**src/rtl/pixel_shuffle_ctrl.sv**
```systemverilog
// pixel_shuffle_ctrl: sequences one pixel_shuffle tile. It packs NPIX serial input
// pixels into in_buf, pulses ps_start, then waits for ps_done. The wait has a
// timeout guard that drops the tile on expiry. On done it captures the flat result
// into out_buf and streams it back out serially.
// Ports: clk/rst (async active-high); s_valid/s_data/s_ready for the input stream;
//        ps_start/ps_in_data_flat/ps_done/ps_out_data_flat connect to pixel_shuffle;
//        m_valid/m_data/m_last/m_ready for the output stream;
//        busy/timeout_err/frame_cnt report status.
module pixel_shuffle_ctrl #(
  parameter int C          = 1,
  parameter int R          = 2,
  parameter int H          = 2,
  parameter int W          = 2,
  parameter int DATA_WIDTH = 8,
  parameter int TIMEOUT    = 255,
  localparam int NPIX      = C * R * R * H * W,
  localparam int CW        = (NPIX > 1) ? $clog2(NPIX) : 1,
  localparam int TW        = (TIMEOUT > 1) ? $clog2(TIMEOUT + 1) : 1
) (
  input  logic                       clk,
  input  logic                       rst,
  input  logic                       s_valid,
  input  logic [DATA_WIDTH-1:0]      s_data,
  output logic                       s_ready,
  output logic                       ps_start,
  output logic [NPIX*DATA_WIDTH-1:0] ps_in_data_flat,
  input  logic                       ps_done,
  input  logic [NPIX*DATA_WIDTH-1:0] ps_out_data_flat,
  output logic                       m_valid,
  output logic [DATA_WIDTH-1:0]      m_data,
  output logic                       m_last,
  input  logic                       m_ready,
  output logic                       busy,
  output logic                       timeout_err,
  output logic [15:0]                frame_cnt
);

  typedef enum logic [1:0] {S_LOAD, S_START, S_WAIT, S_DRAIN} state_t;

  state_t                     r_state;
  state_t                     w_next;
  logic [NPIX*DATA_WIDTH-1:0] r_in_buf;
  logic [NPIX*DATA_WIDTH-1:0] r_out_buf;
  logic [CW-1:0]              r_in_cnt;
  logic [CW-1:0]              r_out_cnt;
  logic [TW-1:0]              r_timer;
  logic                       r_timeout_err;
  logic [15:0]                r_frame_cnt;

  logic w_in_last;
  logic w_out_last;
  logic w_timer_exp;

  assign w_in_last   = (r_in_cnt == CW'(NPIX - 1));
  assign w_out_last  = (r_out_cnt == CW'(NPIX - 1));
  assign w_timer_exp = (r_timer == TW'(TIMEOUT - 1));

  assign ps_in_data_flat = r_in_buf;
  assign m_data          = r_out_buf[r_out_cnt*DATA_WIDTH +: DATA_WIDTH];
  assign timeout_err     = r_timeout_err;
  assign frame_cnt       = r_frame_cnt;

  always_ff @(posedge clk or posedge rst) begin
    if (rst) r_state <= S_LOAD;
    else     r_state <= w_next;
  end

  always_comb begin
    w_next   = r_state;
    s_ready  = 1'b0;
    ps_start = 1'b0;
    m_valid  = 1'b0;
    m_last   = 1'b0;
    busy     = 1'b1;
    case (r_state)
      S_LOAD: begin
        s_ready = 1'b1;
        busy    = 1'b0;
        if (s_valid && w_in_last) w_next = S_START;
      end
      S_START: begin
        ps_start = 1'b1;
        w_next   = S_WAIT;
      end
      S_WAIT: begin
        // done takes priority over a timer expiring in the same cycle
        if (ps_done)          w_next = S_DRAIN;
        else if (w_timer_exp) w_next = S_LOAD;
      end
      S_DRAIN: begin
        m_valid = 1'b1;
        m_last  = w_out_last;
        if (m_ready && w_out_last) w_next = S_LOAD;
      end
      default: w_next = S_LOAD;
    endcase
  end

  always_ff @(posedge clk or posedge rst) begin
    if (rst) begin
      r_in_buf      <= '0;
      r_out_buf     <= '0;
      r_in_cnt      <= '0;
      r_out_cnt     <= '0;
      r_timer       <= '0;
      r_timeout_err <= 1'b0;
      r_frame_cnt   <= '0;
    end else begin
      case (r_state)
        S_LOAD: begin
          if (s_valid) begin
            r_in_buf[r_in_cnt*DATA_WIDTH +: DATA_WIDTH] <= s_data;
            r_in_cnt <= w_in_last ? '0 : r_in_cnt + 1'b1;
          end
        end
        S_START: begin
          r_timer       <= '0;
          r_timeout_err <= 1'b0;
        end
        S_WAIT: begin
          if (ps_done) begin
            r_out_buf <= ps_out_data_flat;
            r_out_cnt <= '0;
          end else if (w_timer_exp) begin
            // tile is abandoned; the next load restarts at slot 0
            r_timeout_err <= 1'b1;
            r_in_cnt      <= '0;
          end else begin
            r_timer <= r_timer + 1'b1;
          end
        end
        S_DRAIN: begin
          if (m_ready) begin
            r_out_cnt <= w_out_last ? '0 : r_out_cnt + 1'b1;
            if (w_out_last) r_frame_cnt <= r_frame_cnt + 16'd1;
          end
        end
        default: ;
      endcase
    end
  end

endmodule

```
**config.mk**
```make
export PLATFORM = sky130hd
export DESIGN_NAME = pixel_shuffle_ctrl
export DESIGN_NICKNAME = d
export VERILOG_FILES = /design/src/rtl/pixel_shuffle_ctrl.sv
export SDC_FILE = /design/constraint.sdc
export NUM_CORES = 1
export LEC_CHECK = 0
export CAP_MARGIN = 20
export CORE_MARGIN = 10
export CORE_UTILIZATION = 54
export DETAILED_ROUTE_END_ITERATION = 7
export GPL_TIMING_DRIVEN = 0
export PLACE_DENSITY = 0.85
export SETUP_SLACK_MARGIN = 0.02
export SLEW_MARGIN = 20
export SYNTH_ARGS = -nofsm -noshare
export SYNTH_HDL_FRONTEND = slang
export SYNTH_SLANG_ARGS = --single-unit
```
**constraint.sdc**
```tcl
create_clock -name clk -period 16.1 [get_ports clk]
set_clock_uncertainty 0.05 [all_clocks]
set_input_delay 2.415 -clock clk [delete_from_list [all_inputs] [get_ports clk]]
set_output_delay 2.415 -clock clk [all_outputs]
set_load 0.01 [all_outputs]
```
-- Word-level counts from Yosys, hierarchy flattened
Cells that the tools add are included.
- word-level logic and storage cells: 71
- bits of input ports: 141
- output and inout bits: 158
- flip-flop bits (word level): 291
- shifts and indexed selects: 3
- $add $sub $neg: 5
- equal/unequal tests: 15
- reductions and logical operators: 14
- mux-type cells: 26
- operators with widths (cell ; number):
    $bwmux W128 ; 1
    $shift A8 B34 Y128 const A ; 1
    $shiftx A128 B8 Y8 ; 1
    $shiftx A8 B34 Y128 ; 1
    $neg A7 Y34 ; 1
    $mux W4 ; 7
    $add A16 B1 Y16 const B ; 1
    $mux W8 ; 2
    $ne A2 B2 Y1 const B ; 8
    $pmux W4 S2 ; 2
    $pmux W8 S2 ; 1
    $reduce_and A3 Y1 ; 5
    $add A4 B1 Y4 const B ; 2
    $add A8 B1 Y8 const B ; 1
    $eq A4 B4 Y1 const B ; 2
    $eq A8 B8 Y1 const B ; 1
    $mux W2 ; 4
    $pmux W2 S4 ; 1
    $mux W1 ; 7
    $reduce_bool A2 Y1 ; 3
    $eq A2 B2 Y1 const B ; 2
    $reduce_and A2 Y1 ; 2
    $reduce_and A4 Y1 ; 1
    $ne A3 B3 Y1 const B ; 1
    other kinds (4) ; 5

-- Depth between registers and ports, before layout
- depth in word-level cells: 4
- depth in mapped cells: 9
- gate-level depth less buffers: 6

-- Worst setup path after synthesis
No wires, ideal clock.
- path kind: reg-to-output
- start point: reg r_out_cnt[0]
- end point: out m_data[0]
- cell stages (with the launch flop): 6
- data required time: 13635 ps
- setup slack: 11718 ps
- path buffers: 2
- data arrival time: 1917 ps
- cell sequence: dfrtp_1 -> clkbuf_1 -> buf_1 -> mux4_2 -> a22oi_1 -> nand2_1
- cells in the longest elaborated chain, start to end: 1
- ends and longest elaborated chain (element ; line ; RTL):
    from (decl) ; 45 ; logic [CW-1:0] r_out_cnt;
    from (signal assigned) ; 134 ; r_out_cnt <= w_out_last ? '0 : r_out_cnt + 1'b1;
    $shiftx A128 B8 Y8 ; 59 ; assign m_data = r_out_buf[r_out_cnt*DATA_WIDTH +: DATA_WIDTH];
    to (decl) ; 30 ; output logic [DATA_WIDTH-1:0] m_data,
No other way between the ends.

-- Worst setup path in the final report
- start point: reg r_out_cnt[1]
- end point: out m_data[2]
The elaborated chain is that of the path after synthesis.

==> impl_metrics.sql <==
INSERT INTO impl_metrics (metric_group, metric, value, unit) VALUES
('drt', 'drt-initial-drc-count', '916', ''),
('place', 'gpl.final_weighted_congestion', '0.863', ''),
('die', 'placeable_core_region', '23500', 'sq um'),
('yosys', 'synth-seq-area-share', '56.4', '%'),
('yosys', 'synth_area_leaders', 'sky130_fd_sc_hd__dfrtp_1 56%, sky130_fd_sc_hd__nand2_1 13%, sky130_fd_sc_hd__mux2_2 6.0%', ''),
('hold_path', 'timing.hold.worst.class', 'flip-flop to flip-flop', ''),
('place', 'portBuffers', '296', ''),
('final_layout', 'number_of_nets_in_the_finished_design', '1734', ''),
('die', 'initial_core_util', '55.0', '%'),
('critical_path', 'cp.buffers_inverters', '4', ''),
('yosys', 'yosys_most_used_dff', 'sky130_fd_sc_hd__dfrtp_1', ''),
('hold_path', 'min_path_cells', '2', ''),
('yosys', 'synthDistinctLibCells', '50', ''),
('die', 'die_y', '175', 'um'),
('yosys', 'netlist_instances', '1254', ''),
('yosys', 'syn-num-nets', '1404', ''),
('final_layout', 'flow.area_growth_from_synthesis', '35.2', '%'),
('outcome', 'status', 'complete, no violations', ''),
('critical_path', 'worst_path_largest_cell_delay', '690', 'ps'),
('place', 'half_perimeter_wire_length_after_detailed_placement', '29.0', 'mm'),
('clocking', 'clockBufferDepth', '3', ''),
('power_and_ir_drop', 'power.static_leakage', '0.00841', 'uW'),
('yosys', 'synth_enable_flop_cells', '0', ''),
('drt', 'drt_drc_violations_left', '0', ''),
('yosys', 'postSynthRegisterBits', '291', ''),
('drt', 'post_drt_via_cell_ratio', '5.57', ''),
('critical_path', 'slowest_stage', 'sky130_fd_sc_hd__a221oi_1', ''),
('die', 'chipWidth', '175', 'um'),
('global_routing', 'largest_net_degree_at_the_start_of_global_routing', '100', ''),
('timing', 'fin_setup_tns', '0', 'ps'),
('timing', 'setup_violations', '0', ''),
('critical_path', 'critical-path-top-delay-family', 'buffers and inverters', ''),
('critical_path', 'cp_data_required_time', '13640', 'ps'),
('drt', 'drt-total-wl', '39.2', 'mm'),
('global_routing', 'groute.usage.overall', '25.2', '%'),
('clocking', 'buffer_count_from_post_cts_setup_fixing', '0', ''),
('clocking', 'cts_resized', '0', ''),
('critical_path', 'cp_common_cell', 'sky130_fd_sc_hd__clkbuf_1', ''),
('power_and_ir_drop', 'power', '2630', 'uW'),
('timing', 'grt_setup_unrepaired', 'no', ''),
('drt', 'antenna_violating_nets_post_route', '0', ''),
('critical_path', 'cp.arrival', '3650', 'ps'),
('global_routing', 'vias_in_the_first_global_route', '11300', ''),
('yosys', 'yosys.area.top_type_share', '56.4', '%'),
('clocking', 'ctsRootBufferMaster', 'sky130_fd_sc_hd__clkbuf_16', ''),
('yosys', 'ys_async_sr_fraction', '100', '%'),
('clocking', 'clock-sinks', '291', ''),
('timing', 'max_freq', '164', 'MHz'),
('place', 'dp_cells', '1871', ''),
('final_layout', 'final_layout_size_suffix_gt1_share', '9.96', '%'),
('die', 'core.rowCount', '56', ''),
('yosys', 'synthDominantAreaCellType', 'sky130_fd_sc_hd__dfrtp_1', ''),
('timing', 'post_route_clock_period_utilization', '38.0', '%'),
('power_and_ir_drop', 'peakVddDrop', '0.105', 'mV'),
('yosys', 'synth_commonest_cells', '455 x sky130_fd_sc_hd__nand2_1, 291 x sky130_fd_sc_hd__dfrtp_1, 69 x sky130_fd_sc_hd__mux2_2', ''),
('timing', 'hold_ws', '425', 'ps'),
('die', 'dieArea', '30500', 'sq um'),
('power_and_ir_drop', 'cellPowerDensity', '151', 'nW/um^2'),
('timing', 'fin_crit', '6110', 'ps'),
('clocking', 'clk_latency', '560', 'ps'),
('clocking', 'tritoncts.num_buffers', '30', ''),
('clocking', 'tritoncts', 'done', ''),
('critical_path', 'crit_type', 'flip-flop to output port', ''),
('yosys', 'post_synthesis_area_per_instance', '10.3', 'sq um'),
('critical_path', 'crit-reg2reg-capture', 'ps_in_data_flat[85]', ''),
('global_routing', 'global_route_wire_length_before_repair', '62.1', 'mm'),
('yosys', 'synth.cell_area', '12900', 'sq um'),
('timing', 'worst_slew_pin_slew', '960', 'ps'),
('global_routing', 'antenna_found_initial', '3', ''),
('critical_path', 'r2r_cells', '8', ''),
('timing', 'report.final.hold_viol_count', '0', '');
## layer usage
layer,vias up,wire [um],track usage (%)
li1,4865,-,-
met1,5305,15300,30.7
met2,490,19700,43.1
met3,83,2870,6.05
met4,0,1320,8.72
met5,-,0,0
## cells by family (layout without fill, tap and decap cells)
family | after synthesis | after routing | synth area share (%)
buffers and inverters | 114 | 467 | 3.37
adder cells (fa/ha/maj) | 9 | 9 | 0.873
multiplexers | 148 | 148 | 13.7
AO/OA/AOI/OAI | 97 | 97 | 5.42
AND/OR/NAND/NOR | 577 | 577 | 19.0
other | 0 | 3 | 0
flip-flops | 291 | 291 | 56.4
XOR/XNOR | 18 | 18 | 1.22
## worst register-to-register path, stage by stage (launching register included)
cell,delay (ps)
sky130_fd_sc_hd__dfrtp_1,460
sky130_fd_sc_hd__clkbuf_1,350
sky130_fd_sc_hd__nor3_1,110
sky130_fd_sc_hd__ha_1,300
sky130_fd_sc_hd__clkbuf_1,290
sky130_fd_sc_hd__nor4b_1,910
sky130_fd_sc_hd__nand4_1,230
sky130_fd_sc_hd__a21oi_2,540
sky130_fd_sc_hd__mux2i_1,280
## worst max path at each step
stage / from / end / slack, ps / cells after the start
final: r_out_cnt[1] / m_data[2] / 9990 / 8
after global routing: r_out_cnt[1] / m_data[3] / 9880 / 8
after CTS: r_out_cnt[1] / m_data[2] / 10090 / 8
after detailed placement: r_out_cnt[1] / m_data[3] / 10680 / 8
after global placement: rst / r_out_buf[122] / 2340 / 2
after floorplan: rst / frame_cnt[0] / 5600 / 1
## sequential cells by signal (all words and copies together) (netlist names)
signal / flops
r_timer: 8
r_out_cnt: 4
r_in_cnt: 4
frame_cnt: 16
timeout_err: 1
r_out_buf: 128
ps_in_data_flat: 128
r_state: 2
## layout by cell type (no fill, tap or decap), types with 22 or more instances in the layout
cell / netlist / layout
sky130_fd_sc_hd__mux2_2: 69 / 69
sky130_fd_sc_hd__nor3_1: 22 / 22
sky130_fd_sc_hd__o21ai_0: 29 / 29
sky130_fd_sc_hd__inv_1: 44 / 43
sky130_fd_sc_hd__mux2i_1: 63 / 63
sky130_fd_sc_hd__dfrtp_1: 291 / 291
sky130_fd_sc_hd__clkbuf_16: 0 / 30
sky130_fd_sc_hd__clkdlybuf4s50_1: 0 / 296
sky130_fd_sc_hd__nand2_1: 455 / 455
sky130_fd_sc_hd__clkbuf_1: 58 / 61
## cell type report
class	count	area, sq um
Buffer	69	265
Timing Repair Buffer	298	3020
Sequential cell	291	7280
Inverter	45	176
Tap cell	319	399
Antenna cell	3	7.51
Multi-Input combinational cell	849	5180
Clock buffer	38	831
Fill cell	1574	6030
Clock inverter	17	280
## stage by stage
stage          setup WS, ps  area (sq um)  utilization, %
2_1_floorplan          5600         12900               -
3_3_place_gp           2340         16300            69.3
3_5_place_dp          10680         16300            69.6
4_1_cts               10090         17400            74.3
5_1_grt                9880         17400            74.3
6_report               9990         17400            74.3
## power breakdown
part	leakage, uW	internal [uW]	switching [uW]
sequential	0.00367	903	111
clock	0.000543	477	292
combinational	0.00420	354	497
Note: power is estimated with default switching activity, not from simulation.
